`config.mk`:
```
export PLATFORM = sky130hd
export DESIGN_NAME = sonar_scheduler_flat
export DESIGN_NICKNAME = d
export VERILOG_FILES = /design/src/rtl/sonar_if.sv /design/src/rtl/sonar_scheduler.sv /design/src/flat_wrapper.sv
export SDC_FILE = /design/constraint.sdc
export NUM_CORES = 1
export LEC_CHECK = 0
export CAP_MARGIN = 20
export CORE_UTILIZATION = 50
export DETAILED_ROUTE_END_ITERATION = 10
export PLACE_DENSITY = 0.75
export SLEW_MARGIN = 20
export SYNTH_ARGS = -nofsm -noshare
export SYNTH_HDL_FRONTEND = slang
export SYNTH_SLANG_ARGS = --single-unit
```
`constraint.sdc`:
```
create_clock -name clk -period 8.2 [get_ports clk]
set_clock_uncertainty 0.2 [all_clocks]
set_input_delay 1.64 -clock clk [delete_from_list [all_inputs] [get_ports clk]]
set_output_delay 1.64 -clock clk [all_outputs]
set_load 0.05 [all_outputs]
```
`src/rtl/sonar_if.sv`:
```
// sonar_if: control, echo and result signals between the sonar scheduler and its host
// Ports (slave = scheduler side):
//   run, enable_mask, echo          -> into the scheduler
//   trig, range_data, range_valid,
//   timeout_flag, done, cur_idx,
//   busy                            <- out of the scheduler
interface sonar_if #(parameter int N_SONAR = 6);
    logic run;
    logic [N_SONAR-1:0] enable_mask;
    logic [N_SONAR-1:0] echo;
    logic [N_SONAR-1:0] trig;
    logic [20*N_SONAR-1:0] range_data;
    logic [N_SONAR-1:0] range_valid;
    logic [N_SONAR-1:0] timeout_flag;
    logic done;
    logic [2:0] cur_idx;
    logic busy;
    modport master (
        output run, enable_mask, echo,
        input trig, range_data, range_valid, timeout_flag, done, cur_idx, busy
    );
    modport slave (
        input run, enable_mask, echo,
        output trig, range_data, range_valid, timeout_flag, done, cur_idx, busy
    );
endinterface

```
`src/rtl/sonar_scheduler.sv`:
```
// sonar_scheduler: round-robin trigger/echo timing for N_SONAR ultrasonic rangers
// Ports:
//   clk    system clock
//   reset  synchronous, active-low
//   s      sonar_if.slave: run/enable_mask/echo in; trig, ranges, flags, done, cur_idx, busy out
module sonar_scheduler #(
    parameter int N_SONAR        = 6,
    parameter int TRIG_CYCLES    = 500,
    parameter int TIMEOUT_CYCLES = 1000000,
    parameter int GUARD_CYCLES   = 250000
) (
    input  logic   clk,
    input  logic   reset,
    sonar_if.slave s
);
    typedef enum logic [2:0] {IDLE, SELECT, TRIG, WAIT_RISE, MEASURE, GUARD} state_t;
    localparam logic [19:0] TRIG_LAST  = 20'(TRIG_CYCLES - 1);
    localparam logic [19:0] TMO        = 20'(TIMEOUT_CYCLES);
    localparam logic [19:0] GUARD_LAST = 20'(GUARD_CYCLES - 1);
    state_t state_q, state_d;
    logic [2:0] ptr_q, ptr_d, cur_q, cur_d, nxt;
    logic [19:0] cnt_q, cnt_d, cnt_inc;
    logic [N_SONAR-1:0] sync1_q, sync2_q;
    logic [N_SONAR-1:0] valid_q, valid_d, tflag_q, tflag_d;
    logic [N_SONAR-1:0][19:0] range_q, range_d;
    logic done_q, done_d, echo_cur, wr, wr_tmo;
    assign echo_cur = sync2_q[cur_q];
    // counter stops at TMO, which is below 2^20, so the increment never wraps
    assign cnt_inc = cnt_q + 20'd1;
    // walk from the farthest candidate to the nearest so the nearest enabled index wins
    always_comb begin
        nxt = ptr_q;
        for (int k = N_SONAR; k >= 1; k--)
            if (s.enable_mask[(int'(ptr_q) + k) % N_SONAR]) nxt = 3'((int'(ptr_q) + k) % N_SONAR);
    end
    always_comb begin
        state_d = state_q;
        ptr_d   = ptr_q;
        cur_d   = cur_q;
        cnt_d   = cnt_q;
        wr      = 1'b0;
        wr_tmo  = 1'b0;
        case (state_q)
            IDLE: if (s.run && |s.enable_mask) state_d = SELECT;
            SELECT: begin
                if (!s.run || ~|s.enable_mask) state_d = IDLE;
                else begin
                    ptr_d   = nxt;
                    cur_d   = nxt;
                    cnt_d   = '0;
                    state_d = TRIG;
                end
            end
            TRIG: begin
                cnt_d   = (cnt_q == TRIG_LAST) ? '0 : cnt_inc;
                state_d = (cnt_q == TRIG_LAST) ? WAIT_RISE : TRIG;
            end
            WAIT_RISE: begin
                // the rising cycle is itself the first high cycle of the pulse
                cnt_d   = echo_cur ? 20'd1 : cnt_inc;
                state_d = echo_cur ? MEASURE : WAIT_RISE;
                wr      = !echo_cur && cnt_inc == TMO;
                wr_tmo  = wr;
            end
            MEASURE: begin
                cnt_d  = echo_cur ? cnt_inc : cnt_q;
                wr_tmo = echo_cur && cnt_inc == TMO;
                wr     = !echo_cur || wr_tmo;
            end
            GUARD: begin
                cnt_d   = (cnt_q == GUARD_LAST) ? '0 : cnt_inc;
                state_d = (cnt_q == GUARD_LAST) ? SELECT : GUARD;
            end
            default: state_d = IDLE;
        endcase
        if (wr) begin
            state_d = GUARD;
            cnt_d   = '0;
        end
        range_d = range_q;
        valid_d = valid_q;
        tflag_d = tflag_q;
        if (wr) begin
            range_d[cur_q] = wr_tmo ? 20'hFFFFF : cnt_q;
            valid_d[cur_q] = 1'b1;
            tflag_d[cur_q] = wr_tmo;
        end
        done_d = wr;
    end
    always_ff @(posedge clk) begin
        if (!reset) begin
            state_q <= IDLE;
            ptr_q   <= 3'(N_SONAR - 1);
            cur_q   <= '0;
            cnt_q   <= '0;
            sync1_q <= '0;
            sync2_q <= '0;
            range_q <= '0;
            valid_q <= '0;
            tflag_q <= '0;
            done_q  <= 1'b0;
        end else begin
            state_q <= state_d;
            ptr_q   <= ptr_d;
            cur_q   <= cur_d;
            cnt_q   <= cnt_d;
            sync1_q <= s.echo;
            sync2_q <= sync1_q;
            range_q <= range_d;
            valid_q <= valid_d;
            tflag_q <= tflag_d;
            done_q  <= done_d;
        end
    end
    assign s.trig         = (state_q == TRIG) ? (N_SONAR'(1) << cur_q) : '0;
    assign s.range_data   = range_q;
    assign s.range_valid  = valid_q;
    assign s.timeout_flag = tflag_q;
    assign s.done         = done_q;
    assign s.cur_idx      = cur_q;
    assign s.busy         = state_q != IDLE;
endmodule

```
`src/flat_wrapper.sv`:
```
// flat-port wrapper written by rule: the top's interface ports become plain ports
module sonar_scheduler_flat 
#(
    parameter int N_SONAR        = 6,
    parameter int TRIG_CYCLES    = 500,
    parameter int TIMEOUT_CYCLES = 1000000,
    parameter int GUARD_CYCLES   = 250000
)
  (clk, reset, s_run, s_enable_mask, s_echo, s_trig, s_range_data, s_range_valid, s_timeout_flag, s_done, s_cur_idx, s_busy);
  sonar_if #(.N_SONAR(N_SONAR)) s_i ();
  input  logic clk;
  input  logic reset;
  input wire logic [$bits(s_i.run)-1:0] s_run;
  input wire logic [$bits(s_i.enable_mask)-1:0] s_enable_mask;
  input wire logic [$bits(s_i.echo)-1:0] s_echo;
  output wire logic [$bits(s_i.trig)-1:0] s_trig;
  output wire logic [$bits(s_i.range_data)-1:0] s_range_data;
  output wire logic [$bits(s_i.range_valid)-1:0] s_range_valid;
  output wire logic [$bits(s_i.timeout_flag)-1:0] s_timeout_flag;
  output wire logic [$bits(s_i.done)-1:0] s_done;
  output wire logic [$bits(s_i.cur_idx)-1:0] s_cur_idx;
  output wire logic [$bits(s_i.busy)-1:0] s_busy;
  assign s_i.run = s_run;
  assign s_i.enable_mask = s_enable_mask;
  assign s_i.echo = s_echo;
  assign s_trig = s_i.trig;
  assign s_range_data = s_i.range_data;
  assign s_range_valid = s_i.range_valid;
  assign s_timeout_flag = s_i.timeout_flag;
  assign s_done = s_i.done;
  assign s_cur_idx = s_i.cur_idx;
  assign s_busy = s_i.busy;
  sonar_scheduler #(.N_SONAR(N_SONAR), .TRIG_CYCLES(TRIG_CYCLES), .TIMEOUT_CYCLES(TIMEOUT_CYCLES), .GUARD_CYCLES(GUARD_CYCLES)) u_core (.clk(clk), .reset(reset), .s(s_i));
endmodule
```
# Word-level counts from Yosys, hierarchy flattened
# Cells that the tools add are included.
word_totals:
  mem_bits_rw: 0
  output_inout_bits: 143
  memories: 0
  in_bits: 15
  romBits: 0
  word_cells: 122
  register_bits: 174
  latch_bits: 0
classes:
  shift: 1
  n_reduce_logical: 18
  n_div: 6
  bitwise: 4
  eq_ne: 13
  n_addsub: 7
  order_cmp: 8
  mul: 0
  n_mux: 49
ops:
  columns: ["op", "count"]
  rows:
  - ["< comparator 32 x 5 -> 1 bit, second input constant", 6]
  - ["remainder unit 32 x 4 -> 32 bit, second input constant", 6]
  - ["two-way mux 20 bit", 7]
  - ["bitwise mux 120 bit", 1]
  - ["one-hot mux 20 bit (5 select lines)", 1]
  - ["demux 20 bit (select 3 bit)", 1]
  - ["two-way mux 3 bit", 10]
  - ["binary-select mux 1 bit (select 3 bit)", 7]
  - ["adder 20 x 1 -> 20 bit, second input constant", 1]
  - ["== test 20 x 18 -> 1 bit, second input constant", 1]
  - ["== test 20 bit, second input constant", 1]
  - ["== test 20 x 9 -> 1 bit, second input constant", 1]
  - ["one-hot mux 3 bit (6 select lines)", 1]
  - ["two-way mux 1 bit", 15]
  - ["adder 3 x 3 -> 4 bit, second input constant", 3]
  - ["adder 3 x 2 -> 4 bit, second input constant", 2]
  - ["bitwise mux 6 bit", 1]
  - ["== test 3 x 2 -> 1 bit, second input constant", 2]
  - ["== test 3 bit, second input constant", 2]
  - ["two-way mux 6 bit", 1]
  - ["!= test 2 x 1 -> 1 bit, second input constant", 3]
  - ["bitwise OR 6 bit", 1]
  - ["AND reduction 2 bit", 3]
  - ["OR reduction 6 bit", 1]
  - ["19 further kinds", 28]

# Logic depth before layout (Yosys ltp)
# Gate-level depths: netlist of the first run.
depth:
  word_depth: 11
  depth_mapped: 14
  mapped_depth_nobuf: 13

# Worst setup path before layout of the first run
# No wires, ideal clock.
synth_timing:
  path_kind: "flip-flop to output port"
  start: "register u_core.cur_q[0] (netlist: u_core.s.cur_idx[0])"
  end: "output port s_trig[1]"
  t_arrival_ps: 2613
  path_buffers: 1
  setup_slack_ps: 3747
  stages_incl_launch_ff: 4
  required_ps: 6360
  path_cell_list: "dfxtp_1 > clkbuf_1 > inv_1 > nor4_1"
synth_via:
  elab_chain_cells: 2
synth_rtl:
  columns: ["element", "line", "rtl"]
  rows:
  - ["start: declaration", "sonar_scheduler.sv:21", "logic [2:0] ptr_q, ptr_d, cur_q, cur_d, nxt;"]
  - ["start signal: assignment", "sonar_scheduler.sv:105", "cur_q <= cur_d;"]
  - ["<< shifter 1 x 3 -> 6 bit", "sonar_scheduler.sv:115", "assign s.trig = (state_q == TRIG) ? (N_SONAR'(1) << cur_q) : '0;"]
  - ["two-way mux 6 bit", "sonar_scheduler.sv:115", null]
  - ["end: declaration", "flat_wrapper.sv:16", "output wire logic [$bits(s_i.trig)-1:0] s_trig;"]
# Every way passes these cells.

# Worst setup path after layout of the first run
layout_timing:
  start: "register u_core.ptr_q[0]"
  end: "register u_core.ptr_q[0]"
layout_via:
  elab_chain_cells: 11
  word_cells_on_any_way: 36
  classes_between: "add/sub: 6; div: 6; mux: 24"
layout_rtl:
  columns: ["element", "line", "rtl"]
  rows:
  - ["start: declaration", "sonar_scheduler.sv:21", null]
  - ["start signal: assignment", "sonar_scheduler.sv:93", "ptr_q <= 3'(N_SONAR - 1);"]
  - ["start signal: assignment", "sonar_scheduler.sv:104", "ptr_q <= ptr_d;"]
  - ["adder 3 x 3 -> 4 bit", "sonar_scheduler.sv:34", "if (s.enable_mask[(int'(ptr_q) + k) % N_SONAR]) nxt = 3'((int'(ptr_q) + k) % N_SONAR);"]
  - ["remainder unit 32 x 4 -> 32 bit", "sonar_scheduler.sv:34", null]
  - ["binary-select mux 1 bit (select 3 bit)", "sonar_scheduler.sv:34", null]
  - ["two-way mux 1 bit (not written as such) (2 in series)", "sonar_scheduler.sv:34", null]
  - ["two-way mux 3 bit (5 in series)", "sonar_scheduler.sv:34", null]
  - ["two-way mux 3 bit (*)", "sonar_scheduler.sv:34", null]
# Mark *: on every way between the ends. The rest lies on a longest branch, timed or not. The select of a mux whose other input is x is not followed.
# A chain may end at the register's enable or synchronous reset.

==> flow_metrics.env, run 1 <==
export IMPL_critPathMaxStageDelay_ps=740
export IMPL_synth_most_common_cell="dfxtp_1"
export IMPL_grt_pass1_vias=6220
export IMPL_finalNetCount=1046
export IMPL_timing_final_crit_share_pct=58.28
export IMPL_cts_root_buf="clkbuf_16"
export IMPL_synth_edf_count=0
export IMPL_cts_buffers_inserted=17
export IMPL_met2_usage_pct=41.89
export IMPL_ys_dominant_reg_cell="dfxtp_1"
export IMPL_drc_errors=0
export IMPL_maxCapViolations=0
export IMPL_cp_slowest_cell="dfxtp_1"
export IMPL_power_leakage_uw=0.003338
export IMPL_cts_buffer_depth=2
export IMPL_cp_max_fo=18
export IMPL_post_cts_buffers=0
export IMPL_postSynth_asyncResetShare_pct=0
export IMPL_setup_worst_path_end_class="flop"
export IMPL_top_usage_layer="met2"
export IMPL_cpMostUsedCell="ha_1"
export IMPL_synth_seq_cells=173
export IMPL_clockPowerShare_pct=44.7
export IMPL_worstMarginPinSlew_ps=1115
export IMPL_detail_route_first_pass_iterations=5
export IMPL_ant_nets=0
export IMPL_grt_pass1_wl_mm=34.26
export IMPL_initial_core_util_pct=51.40
export IMPL_yosysUniqueCellTypes=71
export IMPL_area_delta_synth_final_pct=27.73
export IMPL_drt_iter0_markers=702
export IMPL_synth_nets=946
export IMPL_hp_class="reg2reg"
export IMPL_max_freq_ghz=0.2093
export IMPL_comb_power_share_pct=8.3
export IMPL_port_buffer_count=157
export IMPL_syn_area_per_cell_sq_um=8.540
export IMPL_status="completed"
export IMPL_vias_per_cell=5.965
export IMPL_cts_tree="done"
export IMPL_hold_viol=0
export IMPL_switching_share_pct=24.80
export IMPL_coreArea_sq_um=15200
export IMPL_fp_row_count=45
export IMPL_syn_inst=915
export IMPL_place_hpwl_mm=15.02
export IMPL_setup_viol=0
export IMPL_switchingPower_uw=450.2
export IMPL_crit_type="reg2reg"
export IMPL_via_count=7254
export IMPL_place_area_sq_um=9356
export IMPL_ios=158
export IMPL_synthTopCellsByCount="dfxtp_1 (173), nand3_1 (135), o21ai_1 (89), clkbuf_1 (60), o21ai_0 (57)"
export IMPL_yosysWarnings=0
export IMPL_gr_usage_met3_pct=5.318
export IMPL_htree_levels=4
export IMPL_fin_area_sq_um=9981
export IMPL_cts_resized=0
export IMPL_grt_max_degree=90
export IMPL_utilization_pct=65.65
export IMPL_postCtsHoldBufs=0
export IMPL_die_h_microns=127.0
export IMPL_finalCriticalPeriod_ps=4779
export IMPL_ys_seq_area_share_pct=44.32
export IMPL_yosys_area_top_type="dfxtp_1"
export IMPL_power_internal_uw=1366
export IMPL_required_ps=8310
export IMPL_wl_mm=21.97
export IMPL_syn_area_sq_um=7814
export IMPL_synthSimpleGateAreaFrac_pct=21.60
export IMPL_grtUsageMet1_pct=37.96
export IMPL_gr_usage_all_layers_pct=27.17
export IMPL_tns_ps=0
export IMPL_post_synth_xor_area_fraction_pct=1.569
export IMPL_ys_top_cells_by_area="dfxtp_1 (44%), nand3_1 (8.6%), o21ai_1 (5.7%)"
export IMPL_p_per_area_nw_per_um2=181.9
export IMPL_antenna_cells=0
export IMPL_antenna_found_initial=1
export IMPL_synthMuxAreaShare_pct=2.018
export IMPL_clk_pin_slew_ps=70
export IMPL_cp_start_kind="flop"
export IMPL_peakVddDrop_v=0.0001725
export IMPL_relSlewSlack_pct=25.66
export IMPL_clock_sinks=173
export IMPL_grt_ovfl_total=0
export IMPL_synth_top_area_share_pct=44.32
export IMPL_synth_compound_area_share_pct=22.37
export IMPL_fillCellCount=1226
export IMPL_die_area_sq_um=16130
export IMPL_gp_congestion=0.9008
export IMPL_rsz0062_at_grt="no"
export IMPL_drv_slew=0
export IMPL_synth_top_family_by_area="compound AO/OA/AOI/OAI gates"
export IMPL_cp_data_arrival_time_ps=4890
export IMPL_routedWlPerCell_microns=18.07
export IMPL_synth_adder_area_share_pct=2.562
export IMPL_power_frac_seq_pct=47.1
export IMPL_drive_gt1_share_pct=7.588
export IMPL_path_cells="ha_1 -> xor2_1 -> inv_1 -> ha_1 -> or4b_2 -> and3_1 -> a2111oi_0 -> a211oi_1 -> o2111ai_1 -> a21oi_1 -> nor2_1 -> mux2_2"
export IMPL_clkLatencyLatePin_ps=430
export IMPL_fp_dieW_microns=127.0
## path summary, 6_finish.rpt
kind	start	depth (start not counted)	end	slack (ps)
max	u_core.ptr_q[0]	12	u_core.ptr_q[0]	3420
min	u_core.sync1_q[5]	1	u_core.sync2_q[5]	230
max reg2reg	u_core.ptr_q[0]	12	u_core.ptr_q[0]	3420
min reg2reg	u_core.sync1_q[5]	1	u_core.sync2_q[5]	230
## logic make-up (layout without fill, tap and decap cells)
group           Yosys count  count (layout)
flops                   173             173
compound gates          274             274
simple gates            317             317
xor+xnor                 14              14
mux                      15              15
buf+inv                 106             219
fa+ha+maj                16              16
## layout by cell type (no fill, tap or decap), drive strengths merged, types with 4 or more instances in the layout
cell type,synthesis,final
inv,23,28
nand2,34,34
a21oi,30,30
nor2b,11,11
nand2b,5,5
a311oi,5,5
and3,7,7
o21a,4,4
nand4,11,11
buf,22,8
a22oi,7,7
a21o,4,4
and4,5,5
o211ai,4,4
nor2,37,37
clkinv,0,5
a21boi,9,9
nor4,16,16
a211oi,10,10
clkbuf,61,19
dfxtp,173,173
mux2,6,6
ha,16,16
o21ai,160,160
clkdlybuf4s50,0,156
nor3,14,14
and2,16,16
a31oi,8,8
or3,4,4
nand3,135,135
mux2i,9,9
o22ai,5,5
nor3b,5,5
xor2,4,4
xnor2,10,10
## layer usage
layer / share of wire, % / vias to the layer above
li1: - / 3553
met3: 6.0 / 32
met2: 45 / 258
met5: 0.059 / -
met1: 47 / 3409
met4: 2.1 / 2
## registers in the layout (all words and copies together) (netlist names)
name,cells
u_core.s.range_data,120
u_core.cnt_q,20
u_core.s.range_valid,6
u_core.s.timeout_flag,6
u_core.sync1_q,6
u_core.sync2_q,6
u_core.s.cur_idx,3
u_core.state_q,3
u_core.ptr_q,2
u_core.s.done,1
## worst max-delay path, delay by kind of cell (launching register included)
kind                     cells  cell delay [ps]
AO/OA/AOI/OAI                4             1140
adder cells (fa/ha/maj)      2              690
AND/OR/NAND/NOR              3              990
buffers and inverters        1              130
XOR/XNOR                     1              430
multiplexers                 1              330
flip-flops                   1              740
## per-stage QoR
step / std cells / hold WS, ps / total power, uW / setup WS (ps)
final: 1216 / 232.9 / 1816 / 3421
after global routing: 1216 / 259.1 / 1878 / 3162
after CTS: 1215 / 234.9 / 1821 / 3487
after detailed placement: 1183 / 223.0 / 1020 / 3481
after global placement: 1183 / 228.0 / 1019 / 3629
after floorplan: 915 / 211.9 / 982.7 / 3747
## area by class of cell
| cell class | count | area [sq um] | area share (%) |
|---|---|---|---|
| multi-input cells | 636 | 3954 | 39.61 |
| flip-flops and latches | 173 | 3463 | 34.70 |
| repair buffers | 164 | 1645 | 16.48 |
| clock buffers | 19 | 442.9 | 4.438 |
| well taps | 188 | 235.2 | 2.357 |
| clock inverters | 13 | 153.9 | 1.542 |
| inverters | 23 | 86.33 | 0.8650 |
## power groups by stage
stage | logic, uW | registers [uW] | clock network (uW)
3_5_place_dp | 147 | 873 | 0
6_report | 150 | 855 | 811
3_3_place_gp | 146 | 873 | 0
2_1_floorplan | 114 | 868 | 0
4_1_cts | 148 | 854 | 819
5_1_grt | 164 | 855 | 858
Note: power is estimated with default switching activity, not from simulation.
==> run 2, diff against run 1 <==
- clock period: 8.2 -> 5 ns (I/O delays scaled with it)
==> run 2 against run 1 <==
Compared with the run above: sequential share of layout area down 0.10 points; final area up 0.30%; sequential cell count unchanged; final cell count up 0.82%; total power up 62%; via count up 1.5%; fmax up 14%; worst hold slack better by 8.7 ps; die area unchanged; sequential power up 64%; highest routed layer is now met4.
==> flow_metrics.env, run 2 (same netlist as run 1, synthesis figures left out) <==
export IMPL_place_hpwl_mm=15.67
export IMPL_r2r_setup_slack_ps=800
export IMPL_cts_resized=0
export IMPL_crit_type="reg2reg"
export IMPL_antenna_found_initial=0
export IMPL_initial_core_util_pct=51.40
export IMPL_grt_ovfl_total=0
export IMPL_utilization_pct=65.85
export IMPL_largest_register_ffs=120
export IMPL_via_count=7360
export IMPL_cp_depth=12
export IMPL_cp_data_arrival_time_ps=4310
export IMPL_fp_row_count=45
export IMPL_grt_pass1_wl_mm=35.56
export IMPL_ant_nets=0
export IMPL_drc_errors=0
export IMPL_setup_slack_ps=803.7
export IMPL_clock_sinks=173
export IMPL_place_inst=1194
export IMPL_worstMarginPinSlew_ps=913.3
export IMPL_ios=158
export IMPL_antenna_cells=0
export IMPL_final_cell_mix="dfxtp_1 (173), clkdlybuf4s50_1 (156), nand3_1 (135), o21ai_1 (84), o21ai_0 (57)"
export IMPL_cp_endpoint="u_core.ptr_q[0]"
export IMPL_postCtsHoldBufs=0
export IMPL_max_freq_ghz=0.2383
export IMPL_detail_route_first_pass_iterations=6
export IMPL_routedWlPerCell_microns=18.50
export IMPL_regToRegEndpoint="u_core.ptr_q[0]"
export IMPL_fp_dieW_microns=127.0
export IMPL_critPathTopFamily="compound AO/OA/AOI/OAI gates"
export IMPL_worstSetupStartpoint="u_core.ptr_q[2]"
export IMPL_die_area_sq_um=16130
export IMPL_peakVddDrop_v=0.0003241
export IMPL_reg2reg_from="u_core.ptr_q[2]"
export IMPL_area_delta_synth_final_pct=28.12
export IMPL_stdcell_count=1226
export IMPL_finalNetCount=1056
export IMPL_clkLatencyLatePin_ps=430
export IMPL_coreArea_sq_um=15200
export IMPL_path_cells="buf_4 -> xor2_1 -> inv_1 -> ha_1 -> or4b_2 -> and3_1 -> a2111oi_0 -> a211oi_1 -> o2111ai_1 -> a21oi_1 -> nor2_1 -> mux2_2"
export IMPL_die_h_microns=127.0
export IMPL_maxCapViolations=0
export IMPL_post_cts_buffers=0
export IMPL_clk_pin_slew_ps=70
export IMPL_grt_max_degree=73
export IMPL_cp_start_kind="flop"
export IMPL_required_ps=5120
export IMPL_status="completed"
export IMPL_cp_max_fo=9
export IMPL_drive_gt1_share_pct=8.478
export IMPL_wl_mm=22.68
export IMPL_cts_root_buf="clkbuf_16"
export IMPL_relSlewSlack_pct=38.55
export IMPL_drt_iter0_markers=709
export IMPL_cts_buffers_inserted=17
export IMPL_grt_pass1_vias=6483
export IMPL_power_leakage_uw=0.003368
export IMPL_setup_viol=0
export IMPL_timing_final_crit_share_pct=83.93
export IMPL_critPathMaxStageDelay_ps=640
export IMPL_worst_path_buf_inv=2
export IMPL_r2r_cells=12
export IMPL_p_per_area_nw_per_um2=293.6
export IMPL_setup_worst_path_end_class="flop"
export IMPL_post_place_ws_ps=843.3
export IMPL_cts_tree="done"
export IMPL_finalCriticalPeriod_ps=4196
export IMPL_gr_usage_all_layers_pct=28.22
export IMPL_cp_slowest_cell="or4b_2"
export IMPL_hp_class="reg2reg"
export IMPL_layout_commonest_cell="dfxtp_1"
export IMPL_tns_ps=0
export IMPL_hold_viol=0
export IMPL_rsz0062_at_grt="no"
export IMPL_gp_congestion=0.9177
export IMPL_port_buffer_count=157
export IMPL_cts_buffer_depth=2
export IMPL_drv_slew=0
export IMPL_htree_levels=4
export IMPL_vias_per_cell=6.003
export IMPL_finalPower_uw=2939
[run 2: final cells by class]
class                   count  area (sq um)
fillers                  1290          5191
multi-input cells         636          3954
flip-flops and latches    173          3463
repair buffers            174          1700
clock buffers              19         442.9
well taps                 188         235.2
clock inverters            13         128.9
inverters                  23         86.33
[run 2: worst register-to-register path, delay by kind of cell, from the launching register on]
family | cells | cell delay [ps]
AOI/OAI and AO/OA | 4 | 1120
xor gates and xnor gates | 1 | 410
adders and majority gates | 1 | 300
buffers and inverters | 2 | 320
DFF | 1 | 410
muxes | 1 | 340
and+or+nand+nor | 3 | 990
[run 2: where the power goes]
part           total (uW)  switching [uW]  internal [uW]  leakage [uW]
logic                 256             161           95.2       0.00169
clock network        1290             576            711      0.000281
registers            1400            9.54           1390       0.00140
total                2940             747           2190       0.00337
[run 2: worst min path at each step]
| stage | start | end | cells past startpoint |
|---|---|---|---|
| 6_report | u_core.sync1_q[3] | u_core.sync2_q[3] | 1 |
| 5_1_grt | u_core.sync1_q[2] | u_core.sync2_q[2] | 1 |
| 4_1_cts | u_core.sync1_q[3] | u_core.sync2_q[3] | 1 |
| 3_5_place_dp | u_core.sync1_q[3] | u_core.sync2_q[3] | 1 |
| 3_3_place_gp | u_core.sync1_q[3] | u_core.sync2_q[3] | 1 |
| 2_1_floorplan | u_core.sync1_q[0] | u_core.sync2_q[0] | 1 |
[run 2: layer usage]
metal	global-route usage, %	vias up	part of all wire (%)
met3	6.826	47	6.8
met1	38.11	3483	45
li1	-	3563	-
met4	11.55	0	3.0
met5	0	-	0
met2	43.34	267	45
[run 2: metrics by stage]
step                      cell area, sq um  hold slack, ps
after global placement                9432           220.7
final                                10010           241.5
after CTS                            10010           242.4
after floorplan                       7814           211.9
after detailed placement              9439           221.1
after global routing                 10010           259.8
==> run 3, diff against run 2 <==
- clock period: 5 -> 4.22 ns (I/O delays scaled with it)
==> run 3 against run 2 <==
Compared with the run above: critical path type unchanged; via count shrank 1.6%; non-clock buffer count grew 6; largest power group unchanged; worst setup slack lost 500 ps; combinational power grew 23%; sequential power grew 18%; final cell count grew 0.41%; worst hold slack is essentially flat; global-route usage shrank 0.59 points; clock power grew 11%; largest cell class unchanged.
==> flow_metrics.env, run 3 (same netlist as run 1, synthesis figures left out) <==
export IMPL_status="completed"
export IMPL_fp_dieW_microns=127.0
export IMPL_drt_iter0_markers=550
export IMPL_wl_mm=22.06
export IMPL_cts_tree="done"
export IMPL_cts_buffer_depth=2
export IMPL_path_cells="buf_4 -> inv_2 -> ha_1 -> a21oi_1 -> inv_1 -> ha_1 -> inv_1 -> and3_1 -> o211a_1 -> or4b_2 -> o2111ai_1 -> a21oi_1 -> nor2_1 -> mux2_2"
export IMPL_area_delta_synth_final_pct=28.49
export IMPL_hold_viol=0
export IMPL_fin_area_sq_um=10040
export IMPL_cp_data_arrival_time_ps=4020
export IMPL_layout_commonest_cell="dfxtp_1"
export IMPL_setup_worst_path_end_class="flop"
export IMPL_hp_class="reg2reg"
export IMPL_maxCapViolations=0
export IMPL_grt_ovfl_total=0
export IMPL_via_count=7242
export IMPL_grt_max_degree=95
export IMPL_fp_row_count=45
export IMPL_tns_ps=0
export IMPL_setup_viol=0
export IMPL_coreArea_sq_um=15200
export IMPL_cp_slowest_cell="or4b_2"
export IMPL_antenna_found_initial=0
export IMPL_place_hpwl_mm=15.41
export IMPL_ant_nets=0
export IMPL_grt_pass1_vias=6412
export IMPL_largest_register_ffs=120
export IMPL_rsz0062_at_grt="no"
export IMPL_die_h_microns=127.0
export IMPL_antenna_cells=0
export IMPL_peakVddDrop_v=0.0002880
export IMPL_die_area_sq_um=16130
export IMPL_detail_route_first_pass_iterations=5
export IMPL_htree_levels=4
export IMPL_routedWlPerCell_microns=17.92
export IMPL_vias_per_cell=5.883
export IMPL_grt_pass1_wl_mm=34.93
export IMPL_postCtsHoldBufs=0
export IMPL_finalNetCount=1062
export IMPL_place_area_sq_um=9497
export IMPL_max_freq_ghz=0.2553
export IMPL_worst_path_buf_inv=4
export IMPL_drive_gt1_share_pct=9.108
export IMPL_critPathMaxStageDelay_ps=680
export IMPL_cts_buffers_inserted=17
export IMPL_p_per_area_nw_per_um2=338.3
export IMPL_clk_pin_slew_ps=60
export IMPL_cp_start_kind="flop"
export IMPL_crit_type="reg2reg"
export IMPL_holdPathStages=1
export IMPL_worstMarginPinSlew_ps=1099
export IMPL_cp_depth=14
export IMPL_timing_final_crit_share_pct=92.81
export IMPL_gp_congestion=0.9128
export IMPL_cts_root_buf="clkbuf_16"
export IMPL_ios=158
export IMPL_cp_max_fo=14
export IMPL_critPathTopFamily="simple AND/OR/NAND/NOR gates"
export IMPL_initial_core_util_pct=51.40
export IMPL_gr_usage_all_layers_pct=27.63
export IMPL_r2r_cells=14
export IMPL_clkLatencyLatePin_ps=420
export IMPL_final_cell_mix="dfxtp_1 (173), clkdlybuf4s50_1 (156), nand3_1 (135), o21ai_1 (84), o21ai_0 (57)"
export IMPL_clock_sinks=173
export IMPL_port_buffer_count=157
export IMPL_power_leakage_uw=0.003379
export IMPL_finalCriticalPeriod_ps=3917
export IMPL_relSlewSlack_pct=26.74
export IMPL_drc_errors=0
export IMPL_required_ps=4330
export IMPL_drv_slew=0
export IMPL_utilization_pct=66.04
-- run 3: per-layer routing --
metal | vias to the layer above | part of all wire [%] | track usage [%]
met2 | 267 | 45 | 43.47
met3 | 37 | 6.0 | 5.402
met4 | 0 | 2.0 | 9.244
met5 | - | 0 | 0
met1 | 3374 | 47 | 38.06
li1 | 3564 | - | -
-- run 3: per-stage QoR --
stage / hold WS, ps / power [uW] / setup WS, ps / instances
2_1_floorplan: 211.9 / 1909 / 179.0 / 915
3_5_place_dp: 226.7 / 1993 / 193.3 / 1200
4_1_cts: 245.2 / 3414 / 175.4 / 1231
6_report: 241.4 / 3397 / 303.2 / 1231
3_3_place_gp: 220.4 / 1991 / 267.0 / 1200
5_1_grt: 260.5 / 3520 / 35.41 / 1231
-- run 3: worst paths after layout --
path | startpoint | end | slack, ps
min reg2reg | u_core.sync1_q[3] | u_core.sync2_q[3] | 240
max | u_core.s.cur_idx[1] | u_core.ptr_q[0] | 300
max reg2reg | u_core.s.cur_idx[1] | u_core.ptr_q[0] | 300
min | u_core.sync1_q[3] | u_core.sync2_q[3] | 240
-- run 3: area by class of cell --
class | count | area (sq um)
clock inverter | 14 | 111.4
sequential | 173 | 3463
fill | 1265 | 5162
timing repair buffer | 180 | 1758
inverter | 23 | 86.33
multi-input combinational | 636 | 3960
clock buffer | 17 | 425.4
tap | 188 | 235.2
-- run 3: power by group --
part           switching, uW  total, uW  leakage (uW)  internal (uW)
registers               10.0       1650       0.00140           1640
logic                    198        315       0.00173            116
clock network            668       1430      0.000256            761
-- run 3: repair_timing --
action	in CTS	in global routing
gates resized for setup	0	2
buffers inserted	0	0
setup endpoints to repair	0	2
